--- src/rtl/mux_sel_pipe.sv ---
// N-channel operand selector feeding a two-entry elastic stage (output + skid register).
// Define MUX_SEL_PIPE_CHECK_EN to enable the sticky out-of-range selector flag sel_err.
module mux_sel_pipe #(
    parameter int unsigned WIDTH = 32,
    parameter int unsigned N_CH  = 4,
    localparam int unsigned SEL_W = $clog2(N_CH)
) (
    input  logic                  clk,
    input  logic                  reset,
    input  logic [SEL_W-1:0]      seletor,
    input  logic [N_CH*WIDTH-1:0] data_in,
    input  logic                  in_valid,
    output logic                  in_ready,
    output logic [WIDTH-1:0]      mux_out,
    output logic                  out_valid,
    input  logic                  out_ready,
    output logic                  sel_err
);

    typedef enum logic [1:0] {StEmpty, StOne, StTwo} occ_e;

    occ_e             occ_q, occ_d;
    logic [WIDTH-1:0] head_q, head_d;
    logic [WIDTH-1:0] skid_q, skid_d;
    logic [WIDTH-1:0] sel_word;
    logic             acc, pop;

    assign in_ready  = (occ_q != StTwo);
    assign out_valid = (occ_q != StEmpty);
    assign mux_out   = head_q;
    assign acc       = in_valid & in_ready;
    assign pop       = out_valid & out_ready;

    // Indices with no matching channel fall through to the zero default.
    always_comb begin
        sel_word = '0;
        for (int unsigned k = 0; k < N_CH; k++) begin
            if (seletor == SEL_W'(k)) begin
                sel_word = data_in[k*WIDTH +: WIDTH];
            end
        end
    end

    always_comb begin
        occ_d  = occ_q;
        head_d = head_q;
        skid_d = skid_q;
        case (occ_q)
            StEmpty: begin
                if (acc) begin
                    head_d = sel_word;
                    occ_d  = StOne;
                end
            end
            StOne: begin
                if (acc && pop) begin
                    head_d = sel_word;
                end else if (acc) begin
                    skid_d = sel_word;
                    occ_d  = StTwo;
                end else if (pop) begin
                    occ_d = StEmpty;
                end
            end
            StTwo: begin
                if (pop) begin
                    head_d = skid_q;
                    occ_d  = StOne;
                end
            end
            default: occ_d = StEmpty;
        endcase
    end

    always_ff @(posedge clk) begin
        if (reset) begin
            occ_q  <= StEmpty;
            head_q <= '0;
            skid_q <= '0;
        end else begin
            occ_q  <= occ_d;
            head_q <= head_d;
            skid_q <= skid_d;
        end
    end

`ifdef MUX_SEL_PIPE_CHECK_EN
    logic sel_err_q;

    always_ff @(posedge clk) begin
        if (reset) begin
            sel_err_q <= 1'b0;
        end else if (acc && (32'(seletor) >= N_CH)) begin
            sel_err_q <= 1'b1;
        end
    end

    assign sel_err = sel_err_q;
`else
    assign sel_err = 1'b0;
`endif

endmodule

--- config.mk ---
export PLATFORM = sky130hd
export DESIGN_NAME = mux_sel_pipe
export DESIGN_NICKNAME = d
export VERILOG_FILES = /design/src/rtl/mux_sel_pipe.sv
export SDC_FILE = /design/constraint.sdc
export NUM_CORES = 1
export LEC_CHECK = 0
export ABC_CLOCK_PERIOD_IN_PS = 1950
export CORE_MARGIN = 2
export CORE_UTILIZATION = 42
export CTS_CLUSTER_SIZE = 24
export DETAILED_ROUTE_END_ITERATION = 16
export PLACE_DENSITY_LB_ADDON = 0.25
export RECOVER_POWER = 50
export SYNTH_ARGS = -nofsm -noshare
export SYNTH_HDL_FRONTEND = slang
export SYNTH_SLANG_ARGS = --single-unit
--- constraint.sdc ---
create_clock -name clk -period 1.95 [get_ports clk]
set_clock_uncertainty 0.2 [all_clocks]
set_input_delay 0.39 -clock clk [delete_from_list [all_inputs] [get_ports clk]]
set_output_delay 0.39 -clock clk [all_outputs]
set_load 0.02 [all_outputs]
==> impl_metrics.py, run 1 <==
metrics = {
    "clock_tree": {
        "numCtsBuffers": 9,
        "clk_pin_slew_worst_paths_ns": 0.07,
        "root_buffer": "clkbuf_8",
        "cts_tree": "built",
        "htree_levels": 3,
        "postCtsHoldBufs": 0,
        "clkLatencyLatePin_ns": 0.33,
        "clock_sinks": 66,
        "cts_buffer_depth": 2,
    },
    "hold_path": {
        "hold_depth": 2,
        "hold_start": "skid_q[14]$_SDFFE_PP0P_",
        "hold_class": "reg -> reg",
    },
    "sta": {
        "rsz0062_at_grt": "false",
        "setup_viol": 0,
        "max_freq_mhz": 520,
        "post-route-period-util_pct": 98.6,
        "finalHoldViolCount": 0,
        "finalCriticalPeriod_ns": 1.92,
        "max_slew_margin_pct": 61.1,
        "worstMarginPinSlew_ns": 0.583,
        "drv_slew": 0,
    },
    "synthesis": {
        "ys_seq_area_share_pct": 36.2,
        "synthCells": 346,
        "ys_ff_latch": 66,
        "synth.cell_area_mm2": 0.00365,
        "synth_warnings": 0,
        "synth_nets": 480,
        "postSynthAreaPerCell_um2": 10.5,
        "yosysUniqueCellTypes": 26,
    },
    "worst_setup_path": {
        "cp-endpoint": "mux_out[20]",
        "crit_chain": "clkdlybuf4s50_1",
        "cp_max_fo": 2,
        "max_stage_delay_ns": 0.62,
        "crit_family": "buffers and inverters",
        "crit_arrival_ns": 1.33,
        "cp.buffers_inverters": 1,
        "cpMaxStageDelayCell": "clkdlybuf4s50_1",
        "ff2ff_setup_slack_ns": 0.08,
        "crit_cells": 1,
        "cp_data_required_time_ns": 1.36,
        "setup.worst_path.start": "mux_out[20]$_SDFFE_PP0P_",
        "worstSetupPathType": "reg -> out",
        "worst_r2r_endpoint": "mux_out[26]$_SDFFE_PP0P_",
        "r2r-start": "occ_q[1]$_SDFFE_PP0P_",
        "worstSetupEndpointType": "output port",
        "reg2reg_depth": 4,
        "start_kind": "flip-flop",
    },
    "drt": {
        "drt-vias-per-instance": 5.44,
        "drc": 0,
        "firstDrtPassIters": 4,
        "drt_wl_total_um": 10300,
        "routedWlPerCell_um": 16.8,
        "vias": 3334,
        "drtIter0Drc": 132,
        "drtAntennaViolNets": 0,
    },
    "floorplan": {
        "die_width_um": 97.2,
        "rows": 33,
        "pin_count": 169,
        "die-area_mm2": 0.00944,
        "die_h_um": 97.2,
        "initial_core_util_pct": 43.9,
        "core_area_mm2": 0.00830,
    },
    "placement": {
        "dpl.cell_count": 597,
        "dp_hpwl_um": 7610,
        "place_congestion": 0.728,
        "port_buffers": 167,
    },
    "outcome": {
        "outcome": "completed",
    },
    "grt": {
        "antenna_found_initial": 0,
        "overflow": 0,
        "grt_pass1_wl_um": 16800,
        "grt_util_all_layers_pct": 22.1,
        "grt_max_degree": 67,
        "grt_pass1_vias": 3497,
    },
    "run": {
        "max_cap_violations": 0,
    },
    "layout": {
        "drive_gt1_share_pct": 14.8,
        "final_cells": 613,
        "antenna_cells": 0,
        "syn2layout_area_growth_pct": 52.0,
        "final_nets": 637,
        "finish.utilization_pct": 66.8,
    },
    "pwr": {
        "leakage_nw": 2.12,
        "peakVddDrop_uv": 294,
        "power_density_mw_per_mm2": 651,
        "power_mw": 3.61,
    },
}
cells in the final DEF (no fill, tap or decap), drive strengths merged:
cell           instances
conb                   1
clkdlybuf4s50        160
dlygate4sd2            1
a21o                   2
mux2i                 32
nand4bb                1
mux2                   1
or2                    1
mux4                  32
and3b                  1
buf                   18
a21oi                 33
or3b                   1
clkinv                 3
dfxtp                 66
o21a                   1
nor2                   1
a211oi                64
clkbuf                21
or2b                   1
nor4bb                 1
nand2                 66
what timing repair did:
item / 4_1_cts / 5_1_grt
setup endpoints to repair: 2 / 8
setup buffers: 0 / 0
gates resized for setup: 3 / 5
state kept, by name, indices dropped and copies added, names as in the netlist:
name	flops
mux_out	32
occ_q	2
skid_q	32
cell families (layout without fill, tap and decap cells):
logic type | after synthesis | in the layout | synth area share [%]
AND/OR/NAND/NOR | 73 | 73 | 8.34
other | 1 | 1 | 0.103
buffers and inverters | 41 | 203 | 7.28
AO/OA/AOI/OAI | 100 | 100 | 19.1
multiplexers | 65 | 65 | 29.0
flip-flops | 66 | 66 | 36.2
metal layers:
layer	share of wire, %	routed length (um)	vias up	GRT usage, %
met5	0	0	-	0
met4	1.4	146	0	6.07
met3	6.5	672	11	5.97
met2	53	5430	114	41.1
met1	39	4070	1584	24.7
li1	-	-	1625	-
Yosys cell counts, drive strengths merged:
cell type	n	area share, %
dfxtp	66	36
nand2	66	6.8
a211oi	64	14
a21oi	33	4.5
mux2i	32	8.8
mux4	32	20
buf	26	5.7
clkbuf	14	1.4
a21o	2	0.62
and3b	1	0.24
clkinv	1	0.10
conb	1	0.10
mux2	1	0.41
nand4bb	1	0.31
nor2	1	0.10
nor4bb	1	0.27
o21a	1	0.21
or2	1	0.17
or2b	1	0.21
or3b	1	0.24
per-stage QoR:
stage / setup WS (ns) / area [um^2] / TNS (ns) / hold slack [ns]
6_report: 0.0271 / 5540 / 0 / 0.254
5_1_grt: 0.00252 / 5540 / 0 / 0.273
4_1_cts: 0.00482 / 5610 / 0 / 0.255
3_5_place_dp: -0.194 / 5430 / -9.51 / 0.246
3_3_place_gp: -0.119 / 5430 / -5.40 / 0.241
2_1_floorplan: 0.221 / 3650 / 0 / 0.236
final cells by class:
type	instances	area, um^2
fill	668	2760
inverter	1	3.75
timing repair buffer	186	1830
clock inverter	2	10.0
sequential	66	1320
clock buffer	14	173
multi-input combinational	239	2070
tap	105	131
worst min-delay path by stage:
stage,to,slack (ns)
after floorplan,skid_q[0]$_SDFFE_PP0P_,0.24
after global placement,skid_q[14]$_SDFFE_PP0P_,0.24
after detailed placement,skid_q[19]$_SDFFE_PP0P_,0.25
after CTS,skid_q[14]$_SDFFE_PP0P_,0.26
after global routing,skid_q[21]$_SDFFE_PP0P_,0.27
final,skid_q[14]$_SDFFE_PP0P_,0.25
where the power goes:
part	internal, mW	switching [mW]
sequential	1.45	0.0550
combinational	0.606	0.443
clock	0.563	0.494
total	2.61	0.992
Power figures use the tool's default switching activity.
==> run 2: changes to the inputs <==
--- a/config.mk
+++ b/config.mk
@@ -5,7 +5,7 @@
 export SDC_FILE = /design/constraint.sdc
 export NUM_CORES = 1
 export LEC_CHECK = 0
-export ABC_CLOCK_PERIOD_IN_PS = 1950
+export ABC_CLOCK_PERIOD_IN_PS = 2100
 export CORE_MARGIN = 2
 export CORE_UTILIZATION = 42
 export CTS_CLUSTER_SIZE = 24
==> constraint.sdc (replaced) <==
create_clock -name clk -period 2.1 [get_ports clk]
set_clock_uncertainty 0.2 [all_clocks]
set_input_delay 0.42 -clock clk [delete_from_list [all_inputs] [get_ports clk]]
set_output_delay 0.42 -clock clk [all_outputs]
set_load 0.02 [all_outputs]
==> run 2 against run 1 <==
- critical path depth grew 2
- clock power barely moved
- global-route usage is 1.3 points lower
- sequential share of layout area decreased by 0.17 points
==> impl_metrics.py, run 2 (synthesized netlist as in run 1, its figures left out) <==
metrics = {
    "clock_tree": {
        "htree_levels": 3,
        "cts_buffer_depth": 2,
        "root_buffer": "clkbuf_8",
        "cts_setup_buffers": 0,
        "cts_tree": "built",
        "clock_sinks": 66,
        "clk_pin_slew_worst_paths_ns": 0.07,
        "numCtsBuffers": 9,
        "clkLatencyLatePin_ns": 0.33,
    },
    "worst_setup_path": {
        "crit_cells": 3,
        "cpMaxStageDelayCell": "dlygate4sd2_1",
        "start_kind": "flip-flop",
        "crit_family": "buffers and inverters",
        "crit_arrival_ns": 1.37,
        "max_stage_delay_ns": 0.32,
        "cp.buffers_inverters": 2,
        "crit_chain": "buf_4, or2_2, dlygate4sd2_1",
        "cp_data_required_time_ns": 1.48,
        "cp_max_fo": 6,
        "reg2reg_depth": 4,
        "worstSetupEndpointType": "output port",
        "worstSetupPathType": "reg -> out",
    },
    "floorplan": {
        "die-area_mm2": 0.00944,
        "core_area_mm2": 0.00830,
        "pin_count": 169,
        "initial_core_util_pct": 43.9,
        "die_width_um": 97.2,
        "die_h_um": 97.2,
        "rows": 33,
    },
    "sta": {
        "finalHoldViolCount": 0,
        "rsz0062_at_grt": "false",
        "drv_slew": 0,
        "max_slew_margin_pct": 61.4,
        "worstMarginPinSlew_ns": 0.578,
        "hold_ws_ns": 0.253,
        "max_freq_mhz": 503,
        "post-route-period-util_pct": 94.8,
        "setup_viol": 0,
        "fin_ws_ns": 0.110,
        "finalCriticalPeriod_ns": 1.99,
    },
    "hold_path": {
        "hold_depth": 2,
        "hold_class": "reg -> reg",
    },
    "drt": {
        "firstDrtPassIters": 4,
        "vias": 3360,
        "routedWlPerCell_um": 16.1,
        "drtIter0Drc": 136,
        "drc": 0,
        "drt_wl_total_um": 9870,
        "drtAntennaViolNets": 0,
        "drt-vias-per-instance": 5.49,
    },
    "grt": {
        "overflow": 0,
        "grt_util_all_layers_pct": 20.8,
        "grt_max_degree": 50,
        "grt_pass1_wl_um": 16000,
        "antenna_found_initial": 0,
        "grt_pass1_vias": 3369,
    },
    "placement": {
        "preCtsSetupSlack_ns": -0.0886,
        "place_congestion": 0.716,
        "port_buffers": 167,
        "dp_hpwl_um": 7250,
    },
    "layout": {
        "final_common_cell": "clkdlybuf4s50_1",
        "drive_gt1_share_pct": 15.2,
        "antenna_cells": 0,
        "layout_common_cells": "162 x clkdlybuf4s50_1, 66 x nand2_1, 66 x dfxtp_1, 62 x a211oi_1, 33 x a21oi_1",
        "syn2layout_area_growth_pct": 52.9,
        "final_nets": 636,
    },
    "pwr": {
        "power_density_mw_per_mm2": 610,
        "peakVddDrop_uv": 350,
        "leakage_nw": 2.13,
    },
    "outcome": {
        "outcome": "completed",
    },
    "run": {
        "max_cap_violations": 0,
    },
}
## run 2: timing repair
action / 4_1_cts / 5_1_grt
hold buffers: 0 / 0
hold endpoints to repair: 0 / 0
endpoints found under the setup margin: 2 / 0
gates resized for setup: 2 / 0
## run 2: path summary, 6_finish.rpt
check	from	endpoint	slack [ns]
worst min register to register	skid_q[0]$_SDFFE_PP0P_	skid_q[0]$_SDFFE_PP0P_	0.25
worst max register to register	occ_q[0]$_SDFFE_PP0P_	mux_out[9]$_SDFFE_PP0P_	0.28
worst max-delay path	occ_q[1]$_SDFFE_PP0P_	out_valid	0.11
worst min-delay path	skid_q[0]$_SDFFE_PP0P_	skid_q[0]$_SDFFE_PP0P_	0.25
## run 2: per-stage QoR
stage / utilization [%] / area (um^2) / total power [mW] / std cells / setup TNS, ns
after global routing: 67.2 / 5580 / 3.56 / 612 / 0
final: 67.2 / 5580 / 3.40 / 612 / 0
after global placement: 65.3 / 5420 / 2.39 / 596 / -0.00322
after CTS: 67.6 / 5610 / 3.45 / 612 / 0
after floorplan: - / 3650 / 1.93 / 346 / 0
after detailed placement: 65.3 / 5420 / 2.42 / 596 / -0.998
## run 2: power by group
group | internal [mW] | switching (mW) | leakage [nW] | total, mW
Combinational | 0.569 | 0.408 | 1.49 | 0.977
Clock | 0.545 | 0.488 | 0.0990 | 1.03
Sequential | 1.34 | 0.0512 | 0.542 | 1.39
Total | 2.46 | 0.947 | 2.13 | 3.40
## run 2: worst min-delay path, delay by kind of cell (launching register included)
family	cells	cell delay, ns
AO/OA/AOI/OAI	1	0.05
AND/OR/NAND/NOR	1	0.05
flip-flops	1	0.31
## run 2: layer usage
metal / global-route usage [%] / up-vias / share of wire (%)
met4: 4.55 / 0 / 0.53
li1: - / 1621 / -
met1: 24.3 / 1610 / 41
met5: 0 / - / 0
met2: 37.4 / 125 / 51
met3: 6.33 / 4 / 7.5
## run 2: final cells by class
cell class | count | area, um^2
clock inverter | 7 | 70.1
fill | 666 | 2720
inverter | 1 | 3.75
clock buffer | 9 | 124
tap | 105 | 131
timing repair buffer | 185 | 1850
sequential | 66 | 1320
multi-input combinational | 239 | 2070
